`src/rtl/intu_issue_arbiter.sv`:
```
// Round-robin issue arbiter feeding one shared INTU cluster.
// Optional perf counters: define INTU_ARB_PERF_EN.
module intu_issue_arbiter #(
  parameter int NUM_WARP     = 8,
  parameter int NUM_WARP_LOG = 3,
  parameter int LONG_LAT     = 4
) (
  input  logic                    clk,
  input  logic                    reset,
  input  logic [NUM_WARP-1:0]     req_i,
  input  logic [NUM_WARP-1:0]     long_i,
  input  logic                    wbStall_i,
  output logic [NUM_WARP-1:0]     grant_o,
  output logic [NUM_WARP_LOG-1:0] fuWarp_o,
  output logic                    fuPacketValid_o,
  output logic                    busy_o
`ifdef INTU_ARB_PERF_EN
  ,
  output logic [31:0]             perfGrant_o,
  output logic [31:0]             perfBlock_o
`endif
);

  localparam int PW = NUM_WARP_LOG + 1;
  localparam logic [PW-1:0] NW = PW'(NUM_WARP);
  localparam logic [NUM_WARP_LOG-1:0] LAST =
    NUM_WARP_LOG'(NUM_WARP - 1);
  localparam logic [3:0] LONG_INIT = 4'(LONG_LAT - 1);

  logic [NUM_WARP_LOG-1:0] rrPtr;
  logic [NUM_WARP_LOG-1:0] pickIdx;
  logic [NUM_WARP_LOG-1:0] nextPtr;
  logic [PW-1:0]           cand;
  logic                    pickHit;
  logic                    eligible;
  logic                    grantVld;
  logic                    longPick;
  logic [3:0]              busyCnt;
  logic [3:0]              busyNext;

  // Find first request at or after rrPtr, wrapping past the top.
  always_comb begin
    pickHit = 1'b0;
    pickIdx = '0;
    cand    = '0;
    for (int i = 0; i < NUM_WARP; i++) begin
      cand = {1'b0, rrPtr} + PW'(i);
      if (cand >= NW) cand = cand - NW;
      if (!pickHit && req_i[cand[NUM_WARP_LOG-1:0]]) begin
        pickHit = 1'b1;
        pickIdx = cand[NUM_WARP_LOG-1:0];
      end
    end
  end

  // Reset is folded in so no grant leaks out while held.
  assign eligible = reset && (busyCnt == 4'd0) && !wbStall_i;
  assign grantVld = eligible && pickHit;
  assign longPick = long_i[pickIdx];
  assign nextPtr  = (pickIdx == LAST) ? '0
                  : pickIdx + NUM_WARP_LOG'(1);

  // One-hot same-cycle grant.
  always_comb begin
    grant_o = '0;
    if (grantVld) grant_o[pickIdx] = 1'b1;
  end

  // Occupancy counter: load on long grant, else count down to 0.
  always_comb begin
    busyNext = busyCnt;
    if (grantVld && longPick) busyNext = LONG_INIT;
    else if (busyCnt != 4'd0) busyNext = busyCnt - 4'd1;
  end

  // Pointer, issue packet and occupancy state.
  always_ff @(posedge clk or negedge reset) begin
    if (!reset) begin
      rrPtr           <= '0;
      fuWarp_o        <= '0;
      fuPacketValid_o <= 1'b0;
      busyCnt         <= 4'd0;
      busy_o          <= 1'b0;
    end else begin
      fuPacketValid_o <= grantVld;
      busyCnt         <= busyNext;
      busy_o          <= (busyNext != 4'd0);
      if (grantVld) begin
        rrPtr    <= nextPtr;
        fuWarp_o <= pickIdx;
      end
    end
  end

`ifdef INTU_ARB_PERF_EN
  // Saturating grant and blocked-request counters.
  always_ff @(posedge clk or negedge reset) begin
    if (!reset) begin
      perfGrant_o <= '0;
      perfBlock_o <= '0;
    end else begin
      if (grantVld && (perfGrant_o != '1))
        perfGrant_o <= perfGrant_o + 32'd1;
      if ((|req_i) && !grantVld && (perfBlock_o != '1))
        perfBlock_o <= perfBlock_o + 32'd1;
    end
  end
`endif

endmodule
```
`config.mk`:
```
export PLATFORM = sky130hd
export DESIGN_NAME = intu_issue_arbiter
export DESIGN_NICKNAME = d
export VERILOG_FILES = /design/src/rtl/intu_issue_arbiter.sv
export SDC_FILE = /design/constraint.sdc
export NUM_CORES = 1
export LEC_CHECK = 0
export BUFFER_PORTS_ARGS = -buffer_cell sky130_fd_sc_hd__buf_2
export CAP_MARGIN = 20
export CORE_AREA = 2 2 58 60
export CTS_BUF_LIST = sky130_fd_sc_hd__clkbuf_2 sky130_fd_sc_hd__clkbuf_4 sky130_fd_sc_hd__clkbuf_8
export DETAILED_ROUTE_END_ITERATION = 6
export DIE_AREA = 0 0 60 62
export HOLD_SLACK_MARGIN = 0.15
export PLACE_DENSITY = 0.8
export SKIP_CTS_REPAIR_TIMING = 1
export SYNTH_ARGS = -nofsm -noshare
export SYNTH_HDL_FRONTEND = slang
export SYNTH_SLANG_ARGS = --single-unit
```
`constraint.sdc`:
```
create_clock -name clk -period 5.25 [get_ports clk]
set_clock_uncertainty 0.05 [all_clocks]
set_input_delay 0.2625 -clock clk [delete_from_list [all_inputs] [get_ports clk]]
set_output_delay 0.2625 -clock clk [all_outputs]
set_load 0.01 [all_outputs]
```
Word-level counts from Yosys, hierarchy flattened --
Index checks and enable logic that the tools add are counted.
Operators by class: add/subtract/negate cells 17, multiply operators 0, div/mod/pow operators 0, magnitude comparators 18, equal/unequal tests 1, shift operators 0, mux-type cells 48, bitwise operators 0, reduce and logical (&&, ||, !) cells 23
Operators by type and width (number):
- $mux W3 | 17
- $lt A3 B4 Y1 const B | 9
- $ge A4 B4 Y1 const B | 7
- $bmux W1 S3 | 9
- $sub A3 B1 Y3 const B | 8
- $mux W1 | 18
- $add A3 B3 Y4 const B | 4
- $logic_and A1 B1 Y1 | 12
- $add A3 B2 Y4 const B | 2
- $logic_not A1 Y1 | 8
- $mux W4 | 2
- $mux W8 | 1
- $reduce_bool A4 Y1 | 2
- $add A3 B1 Y4 const B | 1
- $ge A3 B4 Y1 const B | 1
- $logic_not A4 Y1 | 1
- $sub A4 B1 Y4 const B | 1
- $add A3 B1 Y3 const B | 1
- $demux W1 S3 | 1
- $eq A3 B3 Y1 const B | 1
- $ge A3 B1 Y1 const B | 1
Storage, ports and cells: register bits after elaboration 12, bits in latches 0, RAM bits 0, bits in read-only memories 0, input bits 19, output and inout port bits 13, word-level logic and storage cells 112, memories 0

Depth between registers and ports, before layout --
word-level depth 31, mapped depth 16, gate-level depth less buffers 13

Worst setup path before layout --
No wires, ideal clock.
path kind register to register, start point register rrPtr[1], end point register rrPtr[0], library setup time 0.084 ns, arrival time 3.782 ns, setup slack 1.334 ns, cell stages (with the launch flop) 17, path buffers 3, cell sequence dfrtp_1 clkbuf_1 clkbuf_1 inv_1 ha_1 buf_6 mux4_2 a21oi_2 nand4b_2 nor4_1 a21o_1 a22o_2 nor2_2 ha_1 ha_1 or3_1 o21ai_0
Between the ends: cells in the longest elaborated chain, start to end 28
RTL lines:
- start: declaration | RTL line 30 | logic [NUM_WARP_LOG-1:0] rrPtr;
- start signal: assignment | RTL line 89 | rrPtr <= nextPtr;
- parallel branches: the longest is 25 deep, another holds $add A3 B1 Y4
- $mux W3 (*) | RTL line 49 | if (!pickHit && req_i[cand[NUM_WARP_LOG-1:0]]) begin
- via pickIdx[1] | RTL line 31 | logic [NUM_WARP_LOG-1:0] pickIdx;
- $eq A3 B3 Y1 (*) | RTL line 60 | assign nextPtr = (pickIdx == LAST) ? '0
- $mux W3 (*) | RTL line 60
Mark *: on every way through the listed nets, which the timed path passes. The select of a mux whose other input is x is not followed. A chain may end at the register's enable or synchronous reset.

Final worst setup path --
start point register rrPtr[1], end point output grant_o[3]
Between the ends: cells in the longest elaborated chain, start to end 31
RTL lines:
- parallel branches: the longest is 25 deep, another holds $add A3 B1 Y4
- $mux W3 (*) | RTL line 49
- via pickIdx[0] | RTL line 31
- $lt A3 B4 Y1 (implied by the code) / $ge A3 B1 Y1 (equally long branches) | RTL line 66 | if (grantVld) grant_o[pickIdx] = 1'b1;
- $logic_and A1 B1 Y1 (implied by the code) | RTL line 66
- $mux W1 (implied by the code) | RTL line 66
- $demux W1 S3 (*) | RTL line 66
- $mux W8 (*) | RTL line 66
- end: declaration | RTL line 13 | output logic [NUM_WARP-1:0] grant_o,
Marks and branches as above.

==> results.sh <==
export IMPL_final_cell_mix="buf_2, nor2_1, inv_1, nand2_1, dfrtp_1"
export IMPL_grt_overflow=0
export IMPL_layout_drive_gt1_share_pct=32.54
export IMPL_postLayoutCoreUtil_pct=60.96
export IMPL_slew_headroom_pct=51.60
export IMPL_placedInstanceArea_um2=1892
export IMPL_power_mw=1.475
export IMPL_dieArea_um2=3720
export IMPL_cts_sinks=12
export IMPL_clock_path_buffers=2
export IMPL_nets=234
export IMPL_synth_area_um2=1723
export IMPL_whs_ns=0.3515
export IMPL_grt_first_pass_wirelength_um=6065
export IMPL_synth_ff_type="dfrtp_1"
export IMPL_drt_total_wl_um=3704
export IMPL_htree_levels=1
export IMPL_synth_seq_cells=12
export IMPL_numCtsBuffers=3
export IMPL_track_usage_pct=21.43
export IMPL_report_final_slew_viol_count=0
export IMPL_synth_area_leader_cell="dfrtp_1"
export IMPL_boundaryPins=32
export IMPL_worst_slew_pin_slew_ns=0.7260
export IMPL_cts_tree="done"
export IMPL_status="completed"
export IMPL_slowest_delay_ns=0.73
export IMPL_netlist_area_leader_share_pct=17.43
export IMPL_worst_setup_path_end_kind="primary output"
export IMPL_drcViolationCount=0
export IMPL_fp_coreArea_um2=3179
export IMPL_grt_pass1_vias=1276
export IMPL_synthTopCellsByArea="dfrtp_1, mux4_2, mux2_2, mux4_1, nor2_1"
export IMPL_rrSetupSlack_ns=0.90
export IMPL_syn_avg_cell_area_um2=9.572
export IMPL_critical_path_max_fanout=17
export IMPL_post_synth_inst_count=180
export IMPL_cp_required_ns=4.94
export IMPL_crit_slowest_cell="dfrtp_1"
export IMPL_ir_drop_mv=0.3932
export IMPL_initial_core_util_pct=54.19
export IMPL_start_kind="flop"
export IMPL_fmax_mhz=221.6
export IMPL_syn_nets=204
export IMPL_crit_buf_inv=3
export IMPL_path_cells="inv_1, ha_1, mux4_2, a21oi_2, nand4b_2, nor4_1, a211o_1, nand2_1, inv_2, nand2_1, nor4_1, buf_2"
export IMPL_crit_family="simple AND/OR/NAND/NOR gates"
export IMPL_yosysSeqAreaShare_pct=17.43
export IMPL_crit_type="reg -> out"
export IMPL_final_common_cell="buf_2"
export IMPL_critPathArrivalTime_ns=4.20
export IMPL_period_needed_ns=4.512
export IMPL_hpwl_um=2946
export IMPL_place_congestion=0.9283
export IMPL_root_buffer="clkbuf_4"
export IMPL_synthDistinctLibCells=56
export IMPL_diodes=0
export IMPL_setup_viol=0
export IMPL_async_reset_ff_share_pct=100.0
export IMPL_std_cell_rows=21
export IMPL_vias=1528
export IMPL_yosys_warnings=0
export IMPL_hp_class="in -> async"
export IMPL_synthToLayoutAreaGrowth_pct=12.49
export IMPL_post_route_period_util_pct=85.94
export IMPL_die_w_um=60
export IMPL_dr_pass1_iters=4
export IMPL_drv_cap=0
export IMPL_tns_ns=0
export IMPL_io_buffer_count=31
export IMPL_fill_cells=263
export IMPL_via_per_inst=5.992
export IMPL_rsz0062_at_grt="false"
export IMPL_clkLatencyLatePin_ns=0.26
export IMPL_die_h_um=62
export IMPL_wire_per_inst_um=14.53
export IMPL_grt_max_degree=24
export IMPL_antenna_found_initial=0
export IMPL_drtIter0Drc=104
export IMPL_ant_nets=0
export IMPL_power_density_nw_per_um2=760.8
export IMPL_clk_pin_slew_ns=0.07
export IMPL_p_leak_nw=0.8681
export IMPL_stdcell_area_um2=1938
export IMPL_final_hold_viol_count=0
export IMPL_synth_edff_count=0
-- cell usage after synthesis (3+ instances only) --
library cell,number
mux2_2,10
clkbuf_1,3
nand2_1,13
mux4_1,4
o21ai_0,6
mux4_2,8
inv_1,15
xnor2_1,3
ha_1,5
a21oi_1,5
nor4_1,4
nor3_1,10
dfrtp_1,12
a21o_1,4
mux2i_1,7
nor2_1,19
-- worst register-to-register path: cells and delay by family, from the launching register on --
kind / cells / cell delay (ns)
compound gates: 4 / 0.66
buf+inv: 1 / 0.14
simple gates: 4 / 1.08
flops: 1 / 0.73
fa+ha+maj: 3 / 0.97
mux: 1 / 0.63
-- layout make-up --
class | count | area [um^2] | share of cell area (%)
Timing Repair Buffer | 33 | 172.7 | 8.909
Sequential cell | 12 | 300.3 | 15.49
Clock buffer | 4 | 36.28 | 1.872
Multi-Input combinational cell | 143 | 1308 | 67.46
Tap cell | 46 | 57.56 | 2.970
Inverter | 17 | 63.81 | 3.292
-- logic make-up (layout without fill, tap and decap cells) --
| logic type | after synthesis | after routing | synth area share [%] |
|---|---|---|---|
| AO/OA/AOI/OAI | 41 | 41 | 21.86 |
| XOR/XNOR | 4 | 4 | 3.123 |
| adder cells (fa/ha/maj) | 5 | 5 | 3.631 |
| buffers and inverters | 25 | 54 | 6.681 |
| flip-flops | 12 | 12 | 17.43 |
| multiplexers | 30 | 30 | 28.03 |
| AND/OR/NAND/NOR | 63 | 63 | 19.24 |
-- report_power, final --
| group | total, mW | switching [mW] | internal (mW) |
|---|---|---|---|
| sequential | 0.191 | 0.0598 | 0.131 |
| combinational | 1.21 | 0.677 | 0.537 |
| clock | 0.0698 | 0.0277 | 0.0420 |
| total | 1.47 | 0.764 | 0.710 |
-- flip-flops by register name, indices dropped and copies added, names as in the netlist --
name and flops:
busyCnt 4, rrPtr 3, fuWarp_o 3, fuPacketValid_o 1, busy_o 1
-- routing by layer --
layer  track usage (%)  up-vias  routed length, um
li1                  -      756                  -
met1             32.21      751               1792
met2             33.23       17               1825
met3             1.449        4                 57
met4             6.349        0                 27
met5                 0        -                  0
-- worst paths after layout --
check,start,to,depth (start not counted)
worst max register to register,rrPtr[1],rrPtr[0],13
worst max-delay path,rrPtr[1],grant_o[3],12
min in group clk,wbStall_i,fuWarp_o[0],4
max in group asynchronous,reset,fuPacketValid_o,2
worst min register to register,fuWarp_o[0],fuWarp_o[0],2
worst min-delay path,reset,busyCnt[3],2
-- per-stage QoR --
stage,setup slack (ns),instances
2_1_floorplan,1.334,180
3_3_place_gp,1.089,250
3_5_place_dp,1.017,250
4_1_cts,0.7932,254
5_1_grt,0.3822,255
6_report,0.7380,255
Note: power is estimated with default switching activity, not from simulation.
